`config.mk`:
```
export PLATFORM = sky130hd
export DESIGN_NAME = arch_state_loader
export DESIGN_NICKNAME = d
export VERILOG_FILES = /design/src/rtl/arch_state_loader.sv
export SDC_FILE = /design/constraint.sdc
export NUM_CORES = 1
export LEC_CHECK = 0
export BUFFER_PORTS_ARGS = -buffer_cell sky130_fd_sc_hd__buf_4
export CAP_MARGIN = 30
export CORE_ASPECT_RATIO = 1.2
export CORE_MARGIN = 5
export CORE_UTILIZATION = 46
export CTS_BUF_LIST = sky130_fd_sc_hd__clkbuf_8
export DETAILED_ROUTE_END_ITERATION = 8
export GPL_ROUTABILITY_DRIVEN = 0
export PLACE_DENSITY_LB_ADDON = 0.15
export SLEW_MARGIN = 20
export SYNTH_ARGS = -nofsm -noshare
export SYNTH_HDL_FRONTEND = slang
export SYNTH_SLANG_ARGS = --single-unit
```
`constraint.sdc`:
```
create_clock -name clk -period 1.7 [get_ports clk]
set_input_delay 0.255 -clock clk [delete_from_list [all_inputs] [get_ports clk]]
set_output_delay 0.255 -clock clk [all_outputs]
set_load 0.02 [all_outputs]
```
`src/rtl/arch_state_loader.sv`:
```
// arch_state_loader: preloads architectural register state before the OoO core
// is released. Streams one word per architectural register into the PRF,
// programs an identity mapping into the front RAT, then seeds the free list
// with the remaining physical registers. The core is held in reset (cpu_hold)
// until the sequence finishes.
//
// Optional feature (macro ARCH_LOADER_CHECKSUM_EN): adds a checksum output
// holding the running XOR of every accepted in_data word (x0 as received).
//
// state  | meaning
// -------+-------------------------------------------------------------
// IDLE   | waiting for start; outputs quiet, cpu_hold keeps last value
// LOAD   | accepting one word per arch register, PRF + RAT write each
// SEED   | pushing physical registers ARCH_REGS..PHY_REGS-1 to free list
// DONE   | one-cycle completion: load_done pulse, release cpu_hold

module arch_state_loader #(
    parameter int DATA_WIDTH = 32,
    parameter int PHY_REGS   = 64,
    parameter int PHY_WIDTH  = 6,
    parameter int ARCH_REGS  = 32,
    parameter int ARCH_WIDTH = 5
) (
    input  logic                  clk,
    input  logic                  rst,
    input  logic                  start,
    input  logic                  in_valid,
    output logic                  in_ready,
    input  logic [DATA_WIDTH-1:0] in_data,
    output logic                  prf_we,
    output logic [PHY_WIDTH-1:0]  prf_waddr,
    output logic [DATA_WIDTH-1:0] prf_wdata,
    output logic                  rat_we,
    output logic [ARCH_WIDTH-1:0] rat_arch,
    output logic [PHY_WIDTH-1:0]  rat_phys,
    output logic                  fl_push,
    output logic [PHY_WIDTH-1:0]  fl_reg,
    output logic                  busy,
    output logic                  load_done,
`ifdef ARCH_LOADER_CHECKSUM_EN
    output logic [DATA_WIDTH-1:0] checksum,
`endif
    output logic                  cpu_hold
);

    typedef enum logic [1:0] {
        S_IDLE = 2'd0,
        S_LOAD = 2'd1,
        S_SEED = 2'd2,
        S_DONE = 2'd3
    } state_t;

    localparam logic [ARCH_WIDTH-1:0] IDX_LAST   = ARCH_WIDTH'(ARCH_REGS - 1);
    // fidx carries one extra bit so counting up to PHY_REGS never wraps
    localparam logic [PHY_WIDTH:0]    FIDX_FIRST = (PHY_WIDTH + 1)'(ARCH_REGS);
    localparam logic [PHY_WIDTH:0]    FIDX_LAST  = (PHY_WIDTH + 1)'(PHY_REGS - 1);
    localparam bit                    SKIP_SEED  = (ARCH_REGS == PHY_REGS);

    state_t                state_q, state_d;
    logic [ARCH_WIDTH-1:0] idx_q, idx_d;
    logic [PHY_WIDTH:0]    fidx_q, fidx_d;
    logic                  in_ready_q, in_ready_d;
    logic                  prf_we_q, prf_we_d;
    logic [PHY_WIDTH-1:0]  prf_waddr_q, prf_waddr_d;
    logic [DATA_WIDTH-1:0] prf_wdata_q, prf_wdata_d;
    logic                  rat_we_q, rat_we_d;
    logic [ARCH_WIDTH-1:0] rat_arch_q, rat_arch_d;
    logic [PHY_WIDTH-1:0]  rat_phys_q, rat_phys_d;
    logic                  fl_push_q, fl_push_d;
    logic [PHY_WIDTH-1:0]  fl_reg_q, fl_reg_d;
    logic                  busy_q, busy_d;
    logic                  load_done_q, load_done_d;
    logic                  cpu_hold_q, cpu_hold_d;
`ifdef ARCH_LOADER_CHECKSUM_EN
    logic [DATA_WIDTH-1:0] checksum_q, checksum_d;
`endif

    logic accept;

    // A word transfers when the registered ready is seen together with valid in LOAD
    assign accept = (state_q == S_LOAD) && in_valid && in_ready_q;

    // Next-state and registered-output computation
    always_comb begin
        state_d     = state_q;
        idx_d       = idx_q;
        fidx_d      = fidx_q;
        in_ready_d  = 1'b0;
        prf_we_d    = 1'b0;
        prf_waddr_d = prf_waddr_q;
        prf_wdata_d = prf_wdata_q;
        rat_we_d    = 1'b0;
        rat_arch_d  = rat_arch_q;
        rat_phys_d  = rat_phys_q;
        fl_push_d   = 1'b0;
        fl_reg_d    = fl_reg_q;
        busy_d      = busy_q;
        load_done_d = 1'b0;
        cpu_hold_d  = cpu_hold_q;
`ifdef ARCH_LOADER_CHECKSUM_EN
        checksum_d  = checksum_q;
`endif

        case (state_q)
            S_IDLE: begin
                if (start) begin
                    state_d    = S_LOAD;
                    idx_d      = '0;
                    busy_d     = 1'b1;
                    cpu_hold_d = 1'b1;
                    in_ready_d = 1'b1;
`ifdef ARCH_LOADER_CHECKSUM_EN
                    checksum_d = '0;
`endif
                end
            end

            S_LOAD: begin
                in_ready_d = 1'b1;
                if (accept) begin
                    prf_we_d    = 1'b1;
                    prf_waddr_d = PHY_WIDTH'(idx_q);
                    // x0 is architecturally zero whatever the stream carries
                    prf_wdata_d = (idx_q == '0) ? '0 : in_data;
                    rat_we_d    = 1'b1;
                    rat_arch_d  = idx_q;
                    rat_phys_d  = PHY_WIDTH'(idx_q);
`ifdef ARCH_LOADER_CHECKSUM_EN
                    checksum_d  = checksum_q ^ in_data;
`endif
                    if (idx_q == IDX_LAST) begin
                        in_ready_d = 1'b0;
                        fidx_d     = FIDX_FIRST;
                        state_d    = SKIP_SEED ? S_DONE : S_SEED;
                    end else begin
                        idx_d = idx_q + ARCH_WIDTH'(1);
                    end
                end
            end

            S_SEED: begin
                fl_push_d = 1'b1;
                fl_reg_d  = fidx_q[PHY_WIDTH-1:0];
                fidx_d    = fidx_q + (PHY_WIDTH + 1)'(1);
                if (fidx_q == FIDX_LAST) begin
                    state_d = S_DONE;
                end
            end

            S_DONE: begin
                load_done_d = 1'b1;
                busy_d      = 1'b0;
                cpu_hold_d  = 1'b0;
                state_d     = S_IDLE;
            end

            default: begin
                state_d = S_IDLE;
            end
        endcase
    end

    // State and output registers; reset aborts everything and re-holds the core
    always_ff @(posedge clk or posedge rst) begin
        if (rst) begin
            state_q     <= S_IDLE;
            idx_q       <= '0;
            fidx_q      <= '0;
            in_ready_q  <= 1'b0;
            prf_we_q    <= 1'b0;
            prf_waddr_q <= '0;
            prf_wdata_q <= '0;
            rat_we_q    <= 1'b0;
            rat_arch_q  <= '0;
            rat_phys_q  <= '0;
            fl_push_q   <= 1'b0;
            fl_reg_q    <= '0;
            busy_q      <= 1'b0;
            load_done_q <= 1'b0;
            cpu_hold_q  <= 1'b1;
`ifdef ARCH_LOADER_CHECKSUM_EN
            checksum_q  <= '0;
`endif
        end else begin
            state_q     <= state_d;
            idx_q       <= idx_d;
            fidx_q      <= fidx_d;
            in_ready_q  <= in_ready_d;
            prf_we_q    <= prf_we_d;
            prf_waddr_q <= prf_waddr_d;
            prf_wdata_q <= prf_wdata_d;
            rat_we_q    <= rat_we_d;
            rat_arch_q  <= rat_arch_d;
            rat_phys_q  <= rat_phys_d;
            fl_push_q   <= fl_push_d;
            fl_reg_q    <= fl_reg_d;
            busy_q      <= busy_d;
            load_done_q <= load_done_d;
            cpu_hold_q  <= cpu_hold_d;
`ifdef ARCH_LOADER_CHECKSUM_EN
            checksum_q  <= checksum_d;
`endif
        end
    end

    assign in_ready  = in_ready_q;
    assign prf_we    = prf_we_q;
    assign prf_waddr = prf_waddr_q;
    assign prf_wdata = prf_wdata_q;
    assign rat_we    = rat_we_q;
    assign rat_arch  = rat_arch_q;
    assign rat_phys  = rat_phys_q;
    assign fl_push   = fl_push_q;
    assign fl_reg    = fl_reg_q;
    assign busy      = busy_q;
    assign load_done = load_done_q;
    assign cpu_hold  = cpu_hold_q;
`ifdef ARCH_LOADER_CHECKSUM_EN
    assign checksum  = checksum_q;
`endif

endmodule

```
Word level (Yosys, flattened, before mapping)
Cells that the tools add are included.
{"block": "word_totals", "register_bits": 63, "latchBits": 0, "ramBits": 0, "mem_bits_ro": 0, "inputBits": 36, "output_inout_bits": 62, "word_cells": 59, "memories": 0}
{"block": "op_classes", "addsub": 2, "n_mul": 0, "div": 0, "magnitude_cmp": 0, "eq_ne": 10, "shift": 0, "muxes": 23, "n_bitwise": 0, "reduce_logical": 12}
{"op": "$mux 32", "count": 1}
{"op": "$mux 5", "count": 3}
{"op": "$mux 7", "count": 2}
{"op": "$pmux 7 s2", "count": 1}
{"op": "$pmux 5 s2", "count": 1}
{"op": "$mux 1", "count": 8}
{"op": "$mux 2", "count": 4}
{"op": "$ne 2x2->1 const B", "count": 4}
{"op": "$pmux 2 s4", "count": 1}
{"op": "$reduce_and 4->1", "count": 2}
{"op": "$add 7x1->7 const B", "count": 1}
{"op": "$eq 7x6->1 const B", "count": 1}
{"op": "$reduce_bool 2->1", "count": 3}
{"op": "$add 5x1->5 const B", "count": 1}
{"op": "$eq 5x5->1 const B", "count": 1}
{"op": "$logic_not 5->1", "count": 1}
{"op": "$eq 2x2->1 const B", "count": 2}
{"op": "$pmux 1 s2", "count": 2}
{"op": "$reduce_and 2->1", "count": 2}
{"op": "$reduce_and 3->1", "count": 1}
{"op": "$eq 2x1->1 const B", "count": 1}
{"op": "$logic_and 1x1->1", "count": 2}
{"op": "$logic_not 2->1", "count": 1}
{"op": "$ne 2x1->1 const B", "count": 1}

Logic depth before layout (Yosys ltp)
{"block": "depth", "depth_word": 5, "depth_mapped": 8, "ltp_nobuf": 7}

Least setup slack after synthesis
OpenSTA, ideal clock, no wires.
{"block": "synth_timing", "path_type": "register -> register", "startpoint": "register idx_q[0]", "endpoint": "register idx_q[2]", "setup_time_ps": 121, "arrival_time_ps": 1635, "required_time_ps": 1579, "path_slack_ps": -56, "path_stages_with_launch": 9, "path_buffers": 1, "period_less_slack_ps": 1756, "cell_sequence": "dfrtp_1 > ha_1 > and3_1 > ha_1 > and3b_1 > buf_2 > nand2_1 > mux2i_1 > a22o_1"}
{"block": "synth_between", "elab_chain_cells": 4, "elab_cells_between_ends": 7, "classes_between": "add/sub: 1; eq/ne: 2; mux: 3; reduce/logical: 1"}
{"item": "start, declared", "line_no": "60", "rtl": "logic [ARCH_WIDTH-1:0] idx_q, idx_d;"}
{"item": "start signal, assigned", "line_no": "186", "rtl": "idx_q <= idx_d;"}
{"item": "$add 5x1->5", "line_no": "136", "rtl": "idx_d = idx_q + ARCH_WIDTH'(1);"}
{"item": "$mux 5", "line_no": "131", "rtl": "if (idx_q == IDX_LAST) begin"}
{"item": "$mux 5", "line_no": "120", "rtl": "if (accept) begin"}
{"item": "$pmux 5 s2", "line_no": "104", "rtl": "case (state_q)"}
Several ways; a longest one is shown, not always the timed one. The select of a mux whose other input is x is not followed.
A chain may end at the register's enable or synchronous reset.

Worst setup path in the final report
{"block": "layout_timing", "startpoint": "register idx_q[1]", "endpoint": "register state_q[1]"}
{"block": "layout_between", "elab_chain_cells": 3}
{"item": "$eq 5x5->1", "line_no": "131"}
{"item": "$ne 2x1->1 (no source line)"}
{"item": "$reduce_and 4->1 (no source line)"}
{"item": "end signal, assigned", "line_no": "185", "rtl": "state_q <= state_d;"}
{"item": "end, declared", "line_no": "59", "rtl": "state_t state_q, state_d;"}
Every way passes these cells.

==> flow_results.xml <==
<?xml version="1.0" encoding="UTF-8"?>
<metrics>
  <group name="global_routing">
    <metric name="grt_antenna_before_repair" unit="">0</metric>
    <metric name="grt_pass1_wl" unit="um">10270</metric>
    <metric name="global_route.overflow_total" unit="">0</metric>
    <metric name="first_global_vias" unit="">2166</metric>
    <metric name="grt_max_degree" unit="">36</metric>
    <metric name="grt-busiest-layer" unit="">met2</metric>
    <metric name="grt_use_met1" unit="%">22.54</metric>
    <metric name="global_route.usage.met2" unit="%">27.90</metric>
    <metric name="track_usage" unit="%">17.71</metric>
    <metric name="grt_util_met3" unit="%">5.534</metric>
  </group>
  <group name="synthesis">
    <metric name="post_synth_num_cell_types" unit="">37</metric>
    <metric name="synth-seq-cells" unit="">63</metric>
    <metric name="edff_count_synth" unit="">0</metric>
    <metric name="ys_async_sr_fraction" unit="%">100.0</metric>
    <metric name="yosys.area_share.xor_xnor" unit="%">0</metric>
    <metric name="average_cell_area_after_synthesis" unit="sq um">12.01</metric>
    <metric name="synth_top_flop_cell" unit="">dfrtp_1</metric>
    <metric name="compound_gate_portion_of_the_synthesized_area" unit="%">17.66</metric>
    <metric name="synth_cells" unit="">230</metric>
    <metric name="yosys_warnings" unit="">0</metric>
    <metric name="synthAdderAreaFrac" unit="%">4.529</metric>
    <metric name="post_synth_instance_area" unit="sq um">2763</metric>
    <metric name="synth_top_family_by_area" unit="">compound AO/OA/AOI/OAI gates</metric>
    <metric name="synth_mux_area_share" unit="%">3.940</metric>
    <metric name="yosys.area_share.simple" unit="%">9.058</metric>
    <metric name="ys_seq_area_share" unit="%">57.11</metric>
  </group>
  <group name="layout">
    <metric name="fill_cells" unit="">458</metric>
    <metric name="number_of_inserted_diodes" unit="">0</metric>
    <metric name="sequential_cell_area" unit="sq um">1578</metric>
    <metric name="drive_above_1_share" unit="%">48.82</metric>
    <metric name="largest_register_ff_count" unit="">32</metric>
    <metric name="final_net_count" unit="">381</metric>
    <metric name="multiInputGateArea" unit="sq um">1082</metric>
    <metric name="utilization_after_layout" unit="%">67.53</metric>
    <metric name="area_growth_from_synthesis_to_layout" unit="%">45.06</metric>
  </group>
  <group name="power_and_ir_drop">
    <metric name="p_sw" unit="mW">2.452</metric>
    <metric name="seq_power_share" unit="%">32.9</metric>
    <metric name="total_power" unit="mW">6.945</metric>
    <metric name="power.density_cell_area" unit="nW/um^2">1733</metric>
    <metric name="p_comb_share" unit="%">42.2</metric>
    <metric name="power_frac_clock" unit="%">24.9</metric>
    <metric name="power.internal" unit="mW">4.493</metric>
    <metric name="lkg_pwr" unit="nW">2.034</metric>
    <metric name="switching_share" unit="%">35.31</metric>
    <metric name="vdd_ir_drop_max" unit="uV">984.0</metric>
  </group>
  <group name="clocking">
    <metric name="number_of_buffers_added_by_the_clock_tree_synthesis_step" unit="">9</metric>
    <metric name="clk_pin_slew_worst_paths" unit="ps">70</metric>
    <metric name="clk_sink_count" unit="">63</metric>
    <metric name="cts_tree" unit="">built</metric>
    <metric name="cts-htree-levels" unit="">3</metric>
    <metric name="worstSkewPairLatency" unit="ps">340</metric>
    <metric name="clk_root_buffer_cell" unit="">clkbuf_8</metric>
    <metric name="clockBufferDepth" unit="">2</metric>
  </group>
  <group name="die">
    <metric name="core.rowCount" unit="">31</metric>
    <metric name="floorplan.die.height" unit="um">94.90</metric>
    <metric name="die_area" unit="sq um">7662</metric>
    <metric name="ios" unit="">98</metric>
    <metric name="placeableCoreArea" unit="sq um">5934</metric>
    <metric name="width_of_the_die" unit="um">80.75</metric>
    <metric name="starting_density" unit="%">46.55</metric>
  </group>
  <group name="flow_run">
    <metric name="maxCapViolCount" unit="">0</metric>
  </group>
  <group name="timing">
    <metric name="tcrit_tclk_final" unit="%">101.7</metric>
    <metric name="setup_viol_count_final" unit="">2</metric>
    <metric name="layout_min_cycle_time" unit="ps">1729</metric>
    <metric name="timing.fmax" unit="GHz">0.5785</metric>
    <metric name="grt_setup_unrepaired" unit="">true</metric>
    <metric name="max_clock_skew" unit="ps">6.861</metric>
    <metric name="finalMaxSlewViolations" unit="">0</metric>
    <metric name="finalSetupTns" unit="ps">-33.62</metric>
    <metric name="postLayoutSetupSlackWorst" unit="ps">-28.60</metric>
    <metric name="final-hold-violation-count" unit="">0</metric>
  </group>
  <group name="placement">
    <metric name="port_buffers" unit="">95</metric>
    <metric name="sum_of_net_half_perimeters_after_detailed_placement" unit="um">4675</metric>
    <metric name="place_worst_setup_slack" unit="ps">-51.01</metric>
  </group>
  <group name="critical_path">
    <metric name="worst_setup_path_startpoint" unit="">idx_q[1]</metric>
    <metric name="worst-path-max-fanout" unit="">2</metric>
    <metric name="critPathKind" unit="">flop to flop</metric>
    <metric name="startpoint_type" unit="">flop</metric>
    <metric name="critical_path.endpoint_type" unit="">flop</metric>
    <metric name="r2r.worst_path.cells" unit="">7</metric>
    <metric name="worst_endpoint_data_arrival_time" unit="ps">1950</metric>
    <metric name="worstReg2RegStart" unit="">idx_q[1]</metric>
    <metric name="timing.rr.end" unit="">state_q[1]</metric>
    <metric name="timing.critical_path.required" unit="ps">1920</metric>
    <metric name="r2r_setup_slack" unit="ps">-30</metric>
    <metric name="crit_end" unit="">state_q[1]</metric>
  </group>
  <group name="drt">
    <metric name="postRouteAntennaNets" unit="">0</metric>
    <metric name="routedWlPerCell" unit="um">15.78</metric>
    <metric name="drc_errors" unit="">0</metric>
    <metric name="vias_cell" unit="">5.107</metric>
    <metric name="drt_wl_total" unit="um">6661</metric>
    <metric name="initialDrtViolationCount" unit="">87</metric>
    <metric name="number_of_optimization_iterations_in_the_first_detailed_route_pass" unit="">4</metric>
    <metric name="vias" unit="">2155</metric>
  </group>
  <group name="outcome">
    <metric name="run_status" unit="">complete, but fails checks</metric>
    <metric name="failed_checks" unit="">setup timing</metric>
  </group>
  <group name="hold_path">
    <metric name="hp-class" unit="">input pin to asynchronous set/reset pin</metric>
  </group>
</metrics>
[Yosys cell counts (3+ instances only)]
| library cell | number | area [sq um] |
|---|---|---|
| mux2i_1 | 3 | 30.03 |
| nand4_1 | 3 | 18.77 |
| nand3_1 | 8 | 40.04 |
| o311ai_0 | 3 | 26.28 |
| nand2_1 | 21 | 78.83 |
| ha_1 | 10 | 125.1 |
| buf_4 | 16 | 120.1 |
| and3_1 | 6 | 37.54 |
| a22o_1 | 33 | 289.0 |
| clkbuf_1 | 4 | 15.01 |
| buf_2 | 5 | 25.02 |
| inv_1 | 13 | 48.80 |
| dfrtp_1 | 62 | 1551 |
| o21ai_0 | 13 | 65.06 |
| mux2_2 | 6 | 67.56 |
[power by group through the flow]
| stage | clock (mW) | sequential, mW | combinational [mW] |
|---|---|---|---|
| floorplan | 0 | 2.65 | 1.26 |
| global placement | 0 | 2.29 | 2.68 |
| detailed placement | 0 | 2.30 | 2.73 |
| CTS | 1.76 | 2.27 | 2.81 |
| global route | 1.84 | 2.35 | 3.16 |
| finish | 1.73 | 2.28 | 2.93 |
[stage by stage]
| step | std cells | hold WS (ps) | cell area (sq um) |
|---|---|---|---|
| 2_1_floorplan | 231 | 377.8 | 2780 |
| 3_3_place_gp | 404 | 372.6 | 3631 |
| 3_5_place_dp | 404 | 375.2 | 3631 |
| 4_1_cts | 421 | 4.673 | 3921 |
| 5_1_grt | 422 | 9.215 | 4008 |
| 6_report | 422 | 5.063 | 4008 |
[placed cells by master, fill, tap and decap left out, types with 2 or more instances in the layout]
cell type / count
mux2i_1: 3
buf_4: 115
nand4b_1: 2
nand2_2: 3
buf_12: 3
and3_4: 3
clkinv_4: 2
inv_1: 11
clkbuf_8: 9
bufinv_16: 4
dfrtp_1: 62
clkinvlp_4: 2
o21ai_2: 4
mux2_2: 6
o21ai_0: 9
nand2_1: 18
conb_1: 2
o311ai_1: 3
ha_1: 6
a22o_1: 33
nand3_1: 8
nand4_1: 3
ha_4: 2
ha_2: 2
and3_1: 3
[worst max-delay path, stage by stage (launching register included)]
cell	delay [ps]
dfrtp_1	370
ha_2	180
and3_4	220
ha_4	120
and3_4	180
o21ai_4	50
a21oi_2	160
mux2_4	320
[repair_timing]
| action | in CTS | in global routing |
|---|---|---|
| hold buffers | 0 | 0 |
| pin swaps | 4 | 5 |
| setup buffers | 1 | 1 |
| gates cloned | 0 | 0 |
| setup endpoints to repair | 5 | 41 |
| gates resized for setup | 6 | 21 |
[cell type report]
cell class                      instances  share of cell area [%]
Inverter                               13                   1.311
Tap cell                               82                   2.560
Timing Repair Buffer                  118                   23.04
Multi-Input combinational cell        130                   27.01
Clock buffer                            9                   3.091
Clock inverter                          7                   3.622
Sequential cell                        63                   39.37
[cells by family after synthesis]
logic type	count (synthesis)
multiplexers	10
AND/OR/NAND/NOR	47
adder cells (fa/ha/maj)	10
AO/OA/AOI/OAI	61
other	1
buffers and inverters	38
flip-flops	63
[how the worst min path moves through the flow]
stage	start	end
2_1_floorplan	rst	busy
3_3_place_gp	rst	prf_wdata[9]
3_5_place_dp	rst	prf_wdata[9]
4_1_cts	rst	prf_wdata[7]
5_1_grt	rst	prf_wdata[0]
6_report	rst	prf_wdata[8]
[per-layer routing]
layer	vias to the layer above	routed length, um
li1	1031	-
met1	1047	2817
met2	73	3340
met3	4	431
met4	0	72
met5	-	0
(Power assumes the default switching activity.)
